**src/rtl/alu_pkg.sv**
```systemverilog
// Shared ALU definitions: func code encoding, func width and default datapath width.
package alu_pkg;

    localparam int ALU_FUNC_W = 4;
    localparam int ALU_XLEN   = 32;

    typedef enum logic [ALU_FUNC_W-1:0] {
        ALU_ADD   = 4'd0,
        ALU_SUB   = 4'd1,
        ALU_SLL   = 4'd2,
        ALU_SLT   = 4'd3,
        ALU_SLTU  = 4'd4,
        ALU_XOR   = 4'd5,
        ALU_SRL   = 4'd6,
        ALU_SRA   = 4'd7,
        ALU_OR    = 4'd8,
        ALU_AND   = 4'd9,
        ALU_PASSB = 4'd10
    } alu_func_e;

endpackage

```
**src/rtl/alu.sv**
```systemverilog
// Combinational ALU datapath; unknown func codes produce zero.
module alu
    import alu_pkg::*;
#(
    parameter int XLEN = ALU_XLEN
) (
    input  logic [ALU_FUNC_W-1:0] func,
    input  logic [XLEN-1:0]       a,
    input  logic [XLEN-1:0]       b,
    output logic [XLEN-1:0]       y
);

    logic [4:0] shamt;

    assign shamt = b[4:0];

    always_comb begin
        y = '0;
        case (func)
            ALU_ADD:   y = a + b;
            ALU_SUB:   y = a - b;
            ALU_SLL:   y = a << shamt;
            ALU_SLT:   y = {{(XLEN-1){1'b0}}, $signed(a) < $signed(b)};
            ALU_SLTU:  y = {{(XLEN-1){1'b0}}, a < b};
            ALU_XOR:   y = a ^ b;
            ALU_SRL:   y = a >> shamt;
            ALU_SRA:   y = $signed(a) >>> shamt;
            ALU_OR:    y = a | b;
            ALU_AND:   y = a & b;
            ALU_PASSB: y = b;
            default:   y = '0;
        endcase
    end

endmodule

```
**src/rtl/alu_arbiter.sv**
```systemverilog
// Round-robin sharing of one alu between NREQ requesters with a single registered response slot.
// Optional performance counters enabled by defining ALU_ARB_PERF_EN.
module alu_arbiter
    import alu_pkg::*;
#(
    parameter int XLEN = ALU_XLEN,
    parameter int NREQ = 2,
    parameter int IDW  = (NREQ > 1) ? $clog2(NREQ) : 1
) (
    input  logic                       clk,
    input  logic                       rst,
    input  logic [NREQ-1:0]            req_valid,
    output logic [NREQ-1:0]            req_ready,
    input  logic [ALU_FUNC_W*NREQ-1:0] req_func,
    input  logic [XLEN*NREQ-1:0]       req_a,
    input  logic [XLEN*NREQ-1:0]       req_b,
    output logic [NREQ-1:0]            rsp_valid,
    input  logic [NREQ-1:0]            rsp_ready,
    output logic [IDW-1:0]             rsp_id,
    output logic [XLEN-1:0]            rsp_data,
    output logic                       rsp_eq,
    output logic                       rsp_lt,
    output logic                       rsp_ltu,
    output logic [32*NREQ-1:0]         perf_grant_cnt,
    output logic [32*NREQ-1:0]         perf_stall_cnt
);

    localparam logic [0:0] ST_EMPTY = 1'b0;
    localparam logic [0:0] ST_HOLD  = 1'b1;

    logic [0:0]            state;
    logic [IDW-1:0]        rr_ptr;
    logic                  slot_free;
    logic                  grant_vld;
    logic [IDW-1:0]        grant_id;
    logic                  accept;
    logic [ALU_FUNC_W-1:0] f_sel;
    logic [XLEN-1:0]       a_sel;
    logic [XLEN-1:0]       b_sel;
    logic [XLEN-1:0]       alu_y;

    // The owner's rsp_valid is implied by HOLD, so only its rsp_ready matters here.
    assign slot_free = (state == ST_EMPTY) || rsp_ready[rsp_id];

    always_comb begin
        logic [IDW-1:0] idx;
        grant_vld = 1'b0;
        grant_id  = '0;
        idx       = '0;
        for (int unsigned k = 0; k < NREQ; k++) begin
            idx = IDW'((int'(rr_ptr) + int'(k)) % NREQ);
            if (!grant_vld && req_valid[idx]) begin
                grant_vld = 1'b1;
                grant_id  = idx;
            end
        end
    end

    assign accept    = grant_vld && slot_free;
    assign req_ready = accept ? (NREQ'(1) << grant_id) : '0;
    assign rsp_valid = (state == ST_HOLD) ? (NREQ'(1) << rsp_id) : '0;

    always_comb begin
        f_sel = '0;
        a_sel = '0;
        b_sel = '0;
        for (int unsigned k = 0; k < NREQ; k++) begin
            if (IDW'(k) == grant_id) begin
                f_sel = req_func[k*ALU_FUNC_W +: ALU_FUNC_W];
                a_sel = req_a[k*XLEN +: XLEN];
                b_sel = req_b[k*XLEN +: XLEN];
            end
        end
    end

    alu #(
        .XLEN(XLEN)
    ) u_alu (
        .func(f_sel),
        .a   (a_sel),
        .b   (b_sel),
        .y   (alu_y)
    );

    always_ff @(posedge clk) begin
        if (rst) begin
            state    <= ST_EMPTY;
            rsp_id   <= '0;
            rsp_data <= '0;
            rsp_eq   <= 1'b0;
            rsp_lt   <= 1'b0;
            rsp_ltu  <= 1'b0;
            rr_ptr   <= '0;
        end else if (accept) begin
            state    <= ST_HOLD;
            rsp_id   <= grant_id;
            rsp_data <= alu_y;
            rsp_eq   <= (a_sel == b_sel);
            rsp_lt   <= ($signed(a_sel) < $signed(b_sel));
            rsp_ltu  <= (a_sel < b_sel);
            rr_ptr   <= (grant_id == IDW'(NREQ - 1)) ? '0 : grant_id + 1'b1;
        end else if ((state == ST_HOLD) && rsp_ready[rsp_id]) begin
            state <= ST_EMPTY;
        end
    end

`ifdef ALU_ARB_PERF_EN
    logic [NREQ-1:0][31:0] grant_cnt;
    logic [NREQ-1:0][31:0] stall_cnt;

    always_ff @(posedge clk) begin
        if (rst) begin
            grant_cnt <= '0;
            stall_cnt <= '0;
        end else begin
            for (int unsigned k = 0; k < NREQ; k++) begin
                if (req_valid[k] && req_ready[k] && (grant_cnt[k] != '1)) begin
                    grant_cnt[k] <= grant_cnt[k] + 32'd1;
                end
                if (req_valid[k] && !req_ready[k] && (stall_cnt[k] != '1)) begin
                    stall_cnt[k] <= stall_cnt[k] + 32'd1;
                end
            end
        end
    end

    assign perf_grant_cnt = grant_cnt;
    assign perf_stall_cnt = stall_cnt;
`else
    assign perf_grant_cnt = '0;
    assign perf_stall_cnt = '0;
`endif

endmodule

```
**config.mk**
```make
export PLATFORM = sky130hd
export DESIGN_NAME = alu_arbiter
export DESIGN_NICKNAME = d
export VERILOG_FILES = /design/src/rtl/alu_pkg.sv /design/src/rtl/alu.sv /design/src/rtl/alu_arbiter.sv
export SDC_FILE = /design/constraint.sdc
export NUM_CORES = 1
export LEC_CHECK = 0
export ABC_AREA = 1
export CORE_MARGIN = 4
export CORE_UTILIZATION = 30
export DETAILED_ROUTE_END_ITERATION = 6
export GPL_TIMING_DRIVEN = 0
export PLACE_DENSITY = 0.58
export SLEW_MARGIN = 20
export SYNTH_ARGS = -nofsm -noshare
export SYNTH_HDL_FRONTEND = slang
export SYNTH_HIERARCHICAL = 1
export SYNTH_SLANG_ARGS = --single-unit
```
**constraint.sdc**
```tcl
create_clock -name clk -period 3.6 [get_ports clk]
set_input_delay 0.54 -clock clk [delete_from_list [all_inputs] [get_ports clk]]
set_output_delay 0.54 -clock clk [all_outputs]
set_load 0.05 [all_outputs]
```
==> results_dict.tcl, run 1 <==
set metrics [dict create \
    drv_cap 0 \
    fin_nets 3492 \
    synth_area_leaders "nand2_1, nand3_1, ha_1" \
    grt-ovfl-total 0 \
    switching_share_pct 61.6 \
    grt_pass1_vias 17900 \
    ioPinCount 310 \
    numPortBuffers 181 \
    status "finished, violations left" \
    power_leakage_nw 10.6 \
    drive_gt1_share_pct 17.7 \
    peakVddDrop_v 0.000184 \
    wirelength_um 83500 \
    p_int_mw 2.37 \
    grt_use_total_pct 30.3 \
    skew_ps 5.79 \
    layout_commonest_cell "nand2_1" \
    ys_seq_elements 38 \
    rows 80 \
    cts-hold-fix-buffers 0 \
    violations "design-rule violations" \
    min_period_ps 3580 \
    fmax_mhz 279 \
    power.density_nw_per_um2 315 \
    grt_antenna_before_repair 1 \
    cts.sinks 38 \
    layout_common_cells "nand2_1, nand3_1, inv_1" \
    clock_path_buffers 2 \
    ant_nets 0 \
    required_ps 3820 \
    grt_max_degree 14 \
    synth_top_area_share_pct 24.1 \
    vias_per_cell 5.24 \
    antenna_cells 0 \
    synth_flop_cell "dfxtp_1" \
    yosysUniqueCellTypes 46 \
    avgSynthCellArea_sq_um 5.08 \
    utilization_pct 41.0 \
    finalHoldViolations 0 \
    hpwlAfterDp_um 69400 \
    cts.clk_slew.worst_paths_ps 60 \
    ys_seq_area_share_pct 5.24 \
    hold_class "flip-flop to flip-flop" \
    start_util_pct 30.4 \
    clk_latency_ps 280 \
    drt_iter0_drc 2863 \
    pwr-share-comb_pct 83.7 \
    gp_congestion 1.11 \
    die_area_sq_um 52000 \
    crit_path_max_fanout 10 \
    drc_errors 1 \
    synth_top_cell_by_area "nand2_1" \
    die_w_um 228 \
    cp-end-kind "flip-flop" \
    drtPass1Iterations 7 \
    setup-violations-final 0 \
    synth_edf_count 0 \
    grt_pass1_wl_um 119000 \
    vias 20100 \
    area_growth_pct 34.9 \
    syn_inst 2858 \
    netlist_area_sq_um 14500 \
    p_sw_mw 3.80 \
    cts_tree "built" \
    wl_per_cell_um 21.8 \
    tightest_slew_ps 968 \
    place_inst 3781 \
    synthArstFlopShare_pct 0 \
    htreeDepth 2 \
    final_cells 3832 \
    seq_power_share_pct 8.2 \
    crit_type "input pin to flip-flop" \
    cts_root_buf "clkbuf_16" \
    max_slew_margin_pct 35.4 \
    finalCritPeriodShare_pct 99.6 \
    drv_slew 0 \
    rsz0062_at_grt "yes" \
    yosysWarningCount 6 \
    core_sq_um 47700 \
    crit_arrival_ps 3810 \
    fp.dieH_um 228 \
    clkPwrFrac_pct 8.1 \
    critPathLaunchType "input pin" \
    numCtsBuffers 5 \
]
==> flip-flops by register name, indices dropped and copies added (netlist names) <==
| register | flops |
|---|---|
| rr_ptr | 1 |
| rsp_id | 1 |
| rsp_data | 32 |
| rsp_lt | 1 |
| state | 1 |
| rsp_ltu | 1 |
| rsp_eq | 1 |
==> layer usage <==
layer / vias to the layer above / GRT usage [%] / wire length [um]
met5: - / 0 / 5
li1: 9506 / - / -
met3: 189 / 8.99 / 11800
met4: 2 / 12.2 / 4170
met1: 9047 / 41.9 / 34300
met2: 1330 / 43.8 / 33200
==> final cells by class <==
type                            instances  area (sq um)
Sequential cell                        38           761
Multi-Input combinational cell       2308         12400
Inverter                              387          1470
Fill cell                            5446         28200
Timing Repair Buffer                  228          2230
Clock buffer                            5           125
Buffer                                248          1810
Tap cell                              615           769
Clock inverter                          3          45.0
==> power groups by stage <==
stage / combinational (mW) / clock, mW / sequential (mW)
after floorplan: 2.69 / 0 / 0.710
after global placement: 4.45 / 0 / 0.517
after detailed placement: 4.43 / 0 / 0.520
after CTS: 4.71 / 0.513 / 0.511
after global routing: 5.47 / 0.534 / 0.518
final: 5.17 / 0.499 / 0.509
==> cells in the mapped netlist, drive strengths merged (9+ instances only) <==
cell,count
inv,386
nor3,21
buf,218
o21bai,9
o22ai,26
ha,132
or2,34
clkbuf,34
nor2,293
o211ai,20
nand4,27
nand3,418
and2,16
nand2,937
dfxtp,38
o21ai,142
a21oi,78
==> kinds of logic after synthesis <==
| logic type | share of synthesized area (%) |
|---|---|
| fa+ha+maj | 11.7 |
| buf+inv | 20.8 |
| flops | 5.24 |
| xor+xnor | 0.121 |
| compound gates | 11.2 |
| other cells | 0.0258 |
| simple gates | 51.1 |
==> final timing paths <==
path,from,endpoint,slack [ps],cells after the start
worst max-delay path,req_valid[0],rsp_data[24],20,20
worst min-delay path,rsp_data[30],rsp_data[30],480,2
worst max register to register,rr_ptr,rsp_data[24],130,18
worst min register to register,rsp_data[30],rsp_data[30],480,2
==> repair_timing <==
action / in CTS / in global routing
hold endpoints to repair: 0 / 0
resized for setup: 260 / 200
buffers inserted: 14 / 33
cloned: 0 / 0
setup endpoints to repair: 36 / 34
pin swaps: 23 / 54
==> stage by stage <==
step / power, mW / hold WS, ps / setup WS (ps) / area (sq um) / TNS, ps
finish: 6.17 / 477 / 16.2 / 19600 / 0
detailed placement: 4.95 / 471 / -2330 / 17600 / -65910
global route: 6.52 / 509 / -83.2 / 19600 / -602
CTS: 5.73 / 484 / -5.25 / 18700 / -5.25
floorplan: 3.40 / 486 / 29.8 / 15000 / 0
global placement: 4.97 / 463 / -2350 / 17600 / -65790
==> worst max-delay path, stage by stage <==
cell and delay, ps:
buf_2 130, inv_2 50, o21ai_4 160, buf_12 150, inv_2 50, buf_4 150
or2_1 220, o21ai_2 80, inv_2 80, buf_6 130, inv_2 70, clkbuf_1 570
nand3_1 370, a21boi_1 500, nand2_1 100, nand3_1 100, nor2_1 70, nand3_1 100
o21ai_1 80, nor2_1 100
Power figures use the tool's default switching activity.
==> run 2, diff against run 1 <==
- PLACE_DENSITY: 0.58 -> default
- PLACE_DENSITY_LB_ADDON: default -> 0.2
==> run 2 against run 1 <==
The flow now finishes without violations. Critical endpoint is now rsp_data[28]. First-iteration DRC count shrank 9.4%. Flip-flop and latch count is the same. Critical path type unchanged. Die area is the same. Sequential share of layout area is essentially flat.
==> results_dict.tcl, run 2 (synthesis gave the netlist of run 1 again) <==
set metrics [dict create \
    status "complete, no violations" \
    fin_nets 3491 \
    fin_setup_tns_ps 0 \
    utilization_pct 40.8 \
    grt_pass1_vias 17900 \
    clock_path_buffers 2 \
    critPathLaunchType "input pin" \
    fmax_mhz 281 \
    fp.dieH_um 228 \
    grt_max_degree 13 \
    drv_slew 0 \
    timing.critical_path.buf_inv 8 \
    peakVddDrop_v 0.000202 \
    crit_path_max_fanout 10 \
    layout_common_cells "nand2_1, nand3_1, inv_1" \
    gp_congestion 1.11 \
    ioPinCount 310 \
    die_w_um 228 \
    p_total_mw 6.03 \
    finalHoldViolations 0 \
    start_util_pct 30.4 \
    skew_ps 5.89 \
    clk_latency_ps 280 \
    n_fill_cell 5510 \
    drive_gt1_share_pct 17.9 \
    grt_antenna_before_repair 1 \
    place_area_sq_um 17600 \
    ant_nets 0 \
    power_leakage_nw 10.6 \
    area_growth_pct 34.1 \
    worst_path_max_delay_cell "buf_1" \
    crit_path_max_incr_delay_ps 650 \
    critPathLaunch "req_valid[0]" \
    drc_errors 0 \
    largest-register "rsp_data" \
    layout_commonest_cell "nand2_1" \
    drtPass1Iterations 6 \
    cts_root_buf "clkbuf_16" \
    rsz0062_at_grt "yes" \
    hold_class "flip-flop to flip-flop" \
    path_cells "buf_2, inv_2, o21ai_4, buf_12, buf_6, buf_8, o21ai_2, inv_2, buf_4, buf_1, nand3_1, nand3_1, nand3_1, nand3_1, nand3_2, nor2_4, nand3_1, o21ai_0, nor2_1" \
    vias 20000 \
    cts.sinks 38 \
    reg2reg_from "rr_ptr" \
    drv_cap 0 \
    core_sq_um 47700 \
    wl_per_cell_um 21.1 \
    wirelength_um 81000 \
    hold_start "rsp_data[17]" \
    crit_arrival_ps 3740 \
    setup-violations-final 0 \
    fin_area_sq_um 19500 \
    grt_use_total_pct 29.2 \
    htreeDepth 2 \
    power.density_nw_per_um2 310 \
    grt_pass1_wl_um 116000 \
    largest_register_ffs 32 \
    crit_type "input pin to flip-flop" \
    finalCritPeriodShare_pct 98.9 \
    rows 80 \
    grt-ovfl-total 0 \
    tightest_slew_ps 883 \
    numPortBuffers 181 \
    max_slew_margin_pct 40.9 \
    min_period_ps 3560 \
    cts.clk_slew.worst_paths_ps 60 \
    numCtsBuffers 5 \
    path_common_cell "nand3_1" \
    die_area_sq_um 52000 \
    required_ps 3780 \
    vias_per_cell 5.21 \
    cts_tree "built" \
    cts-hold-fix-buffers 0 \
    hpwlAfterDp_um 67000 \
    drt_iter0_drc 2593 \
    cp-end-kind "flip-flop" \
    crit_family "buffers and inverters" \
]
## run 2: cell types whose count changed in the layout (fill, tap and decap cells not counted), sizes merged
cell / before / now
diode: 0 / 1
clkinvlp: 5 / 1
clkinv: 0 / 3
inv: 384 / 385
bufinv: 1 / 0
## run 2: metal layers
layer / share of wire [%] / up-vias / GRT usage [%]
met5: 0 / - / 0
met4: 5.5 / 0 / 12.5
met3: 15 / 194 / 9.44
met2: 39 / 1368 / 41.6
met1: 41 / 8894 / 40.2
li1: - / 9514 / -
## run 2: area by class of cell
type                            count  area (sq um)  share of cell area (%)
Clock inverter                      2          13.8                  0.0707
Clock buffer                        6           129                   0.662
Timing Repair Buffer              227          2190                    11.2
Buffer                            248          1810                    9.31
Sequential cell                    38           761                    3.91
Multi-Input combinational cell   2308         12300                    63.3
Inverter                          387          1470                    7.53
Tap cell                          615           769                    3.95
Antenna cell                        1          2.50                  0.0129
## run 2: final timing paths
kind              depth (start not counted)            to  slack, ps
setup reg to reg                         17  rsp_data[28]        150
hold / removal                            2  rsp_data[17]        480
hold reg to reg                           2  rsp_data[17]        480
setup / recovery                         19  rsp_data[28]         40
## run 2: what timing repair did
item | 4_1_cts | 5_1_grt
pin swaps | 34 | 35
gates resized for setup | 295 | 175
buffers inserted | 25 | 21
setup endpoints to repair | 35 | 34
## run 2: worst reg2reg max path: stages, from the launching register on
cell     delay, ps
dfxtp_1        330
o21ai_4        140
buf_12         150
buf_6          150
buf_8          150
o21ai_2         80
inv_2          100
buf_4          230
buf_1          660
nand3_1        200
nand3_1        130
nand3_1        160
nand3_1        190
nand3_2        160
nor2_4         190
nand3_1        100
o21ai_0        180
nor2_1          50
## run 2: metrics by stage
step           cells  hold slack, ps  setup slack, ps
6_report        3832             477             38.5
5_1_grt         3831             498            -65.9
4_1_cts         3811             483           -0.451
3_5_place_dp    3781             471            -1990
3_3_place_gp    3781             464            -2020
2_1_floorplan   2985             486             29.8
## run 2: power breakdown
group          switching [mW]  internal (mW)
logic                    3.55           1.55
registers              0.0300          0.480
clock network           0.167          0.256
total                    3.75           2.28
==> run 3, diff against run 2 <==
- RECOVER_POWER: default -> 100
- SYNTH_HIERARCHICAL: 1 -> default
==> run 3 against run 2 <==
The run now ends with design-rule violations, negative setup slack left. Worst hold slack worse by 16 ps. Critical endpoint is now rsp_data[2]. Critical path depth fell by 3. Via count shrank 4.5%. Highest routed layer is now met5.
==> results_dict.tcl, run 3 <==
set metrics [dict create \
    rows 75 \
    netlist_area_sq_um 13000 \
    cts.clk_slew.worst_paths_ps 60 \
    htreeDepth 2 \
    largest_register_ffs 32 \
    required_ps 3760 \
    start_util_pct 30.6 \
    core_sq_um 42400 \
    n_fill_cell 4666 \
    avgSynthCellArea_sq_um 5.26 \
    drc_errors 11 \
    pwr-share-comb_pct 85.3 \
    reg2reg_from "rr_ptr" \
    peakVddDrop_v 0.000221 \
    cts_root_buf "clkbuf_16" \
    synth_edf_count 0 \
    netlist_top_cells_count "nand2_1, nand3_1, inv_1" \
    crit_path_max_fanout 10 \
    p_sw_mw 4.07 \
    wl_per_cell_um 26.9 \
    hpwlAfterDp_um 74500 \
    layout_common_cells "nand2_1, nand3_1, buf_4" \
    switching_share_pct 61.3 \
    multiInputGateArea_sq_um 12000 \
    tightest_slew_ps 996 \
    yosysWarningCount 0 \
    fin_area_sq_um 19300 \
    hold_class "flip-flop to flip-flop" \
    regArea_sq_um 762 \
    drv_slew 0 \
    drt_iter0_drc 1886 \
    area_growth_pct 48.6 \
    grt_use_total_pct 37.2 \
    layout_commonest_cell "nand2_1" \
    grt_max_degree 13 \
    ys_seq_elements 38 \
    critPathLaunchType "flip-flop" \
    rr_endpoint "rsp_data[2]" \
    synthArstFlopShare_pct 0 \
    fmax_mhz 271 \
    synth_top_cell_by_area "nand2_1" \
    post-place-ws_ps -2540 \
    synth_area_leaders "nand2_1, nand3_1, ha_1" \
    numCtsBuffers 5 \
    rrSetupSlack_ps -90 \
    finalCritPeriodShare_pct 102 \
    cts.sinks 38 \
    yosysUniqueCellTypes 50 \
    clock_path_buffers 2 \
    p_int_mw 2.56 \
    place_area_sq_um 16000 \
    yosysMostFrequentCell "nand2_1" \
    grt_pass1_vias 18000 \
    r2r_cells 16 \
    cts_tree "built" \
    die_w_um 216 \
    largest-register "rsp_data" \
    fin_nets 3118 \
    max_slew_margin_pct 33.1 \
    crit_arrival_ps 3850 \
    power_leakage_nw 9.31 \
    grt_antenna_before_repair 4 \
    ys_seq_area_share_pct 5.85 \
    fp.dieH_um 216 \
    gp_congestion 1.05 \
    rsz0062_at_grt "yes" \
    finalHoldViolations 0 \
    synth_flop_cell "dfxtp_1" \
    drtPass1Iterations 7 \
    clkPwrFrac_pct 7.1 \
    grt_pass1_wl_um 127000 \
    status "finished, violations left" \
    grt-ovfl-total 0 \
    critPathLaunch "rr_ptr" \
    cp-end-kind "flip-flop" \
    ant_nets 0 \
    min_period_ps 3690 \
    wirelength_um 92800 \
    crit_type "flip-flop to flip-flop" \
    synth_top_area_share_pct 20.7 \
    syn_inst 2471 \
    cts-hold-fix-buffers 0 \
    vias 19100 \
    violations "design-rule violations, negative setup slack" \
    vias_per_cell 5.52 \
    setup-violations-final 2 \
    power.density_nw_per_um2 343 \
    layout_setup_ws_ps -88.0 \
    drive_gt1_share_pct 24.4 \
    skew_ps 4.82 \
    numPortBuffers 180 \
    seq_power_share_pct 7.6 \
    ioPinCount 310 \
    clk_latency_ps 290 \
    endpoint "rsp_data[2]" \
    drv_cap 0 \
    die_area_sq_um 46700 \
]
run 3: cell types whose count changed in the layout (fill, tap and decap cells not counted), moves of 34 or more:
| cell | before | now |
|---|---|---|
| a21oi_1 | 68 | 104 |
| buf_4 | 182 | 232 |
| clkdlybuf4s50_1 | 179 | 139 |
| dlygate4sd3_1 | 0 | 39 |
| ha_1 | 120 | 66 |
| inv_1 | 350 | 226 |
| nand2_1 | 857 | 655 |
| nand3_1 | 383 | 330 |
| nor2_1 | 225 | 139 |
| o21ai_4 | 3 | 37 |
run 3: through the flow:
stage / utilization [%] / setup TNS [ps] / power, mW / cells / hold slack [ps]
after floorplan: - / 0 / 3.26 / 2598 / 447
after detailed placement: 37.7 / -68830 / 4.91 / 3355 / 457
after CTS: 43.6 / -0.659 / 6.18 / 3426 / 466
final: 45.5 / -127 / 6.63 / 3457 / 461
after global routing: 45.5 / -583 / 6.90 / 3456 / 487
after global placement: 37.7 / -70160 / 4.93 / 3355 / 455
run 3: logic make-up (layout without fill, tap and decap cells):
group                    Yosys count  count (layout)  share of synthesized area (%)
flip-flops                        38              38                           5.85
AO/OA/AOI/OAI                    438             438                           19.0
XOR/XNOR                           6               6                          0.404
adder cells (fa/ha/maj)           98              98                           9.55
AND/OR/NAND/NOR                 1367            1367                           45.0
buffers and inverters            523             804                           20.1
other                              1             129                         0.0289
run 3: layout make-up:
cell class / instances / share of cell area (%)
clock buffer: 6 / 0.720
sequential: 38 / 3.95
multi-input combinational: 2037 / 62.0
antenna: 1 / 0.0130
inverter: 272 / 5.50
buffer: 233 / 9.56
tap: 577 / 3.74
timing repair buffer: 291 / 14.5
clock inverter: 2 / 0.0648
run 3: per-layer routing:
metal	wire, um	up-vias	global-route usage (%)	share of wire, %
li1	-	8666	-	-
met1	34400	8947	44.4	37
met2	41100	1133	60.1	44
met3	8820	324	7.79	9.5
met4	8480	6	25.5	9.1
met5	33	-	0	0.036
run 3: timing repair:
item / 4_1_cts / 5_1_grt
gates resized for setup: 461 / 161
buffers inserted: 75 / 30
setup endpoints to repair: 36 / 31
pin swaps: 101 / 80
cloned: 5 / 1
run 3: power groups by stage:
| stage | Combinational [mW] | Clock [mW] | Sequential [mW] |
|---|---|---|---|
| CTS | 5.19 | 0.478 | 0.508 |
| floorplan | 2.57 | 0 | 0.695 |
| finish | 5.66 | 0.468 | 0.506 |
| detailed placement | 4.40 | 0 | 0.516 |
| global placement | 4.41 | 0 | 0.513 |
| global route | 5.90 | 0.491 | 0.514 |
run 3: worst min-delay path by stage:
stage                       from            to  slack (ps)  cells past startpoint
detailed placement   rsp_data[7]   rsp_data[7]         460                      2
global route        rsp_data[30]  rsp_data[30]         490                      2
finish               rsp_data[8]   rsp_data[8]         460                      2
CTS                 rsp_data[10]  rsp_data[10]         470                      2
global placement    rsp_data[23]  rsp_data[23]         450                      2
floorplan                 rr_ptr        rr_ptr         450                      2
run 3: critical path, cell delays in order (launching register included):
cell      delay (ps)
dfxtp_2          330
inv_4             80
nand2_8           90
nand2_8          130
buf_8            140
buf_1            210
buf_4            150
o21ai_1          120
nand2_1          160
inv_2             70
nand2_1          150
clkbuf_1         700
o21ai_0          270
nor4_2           590
nand2_1          210
nand2_1          100
a21oi_1           60
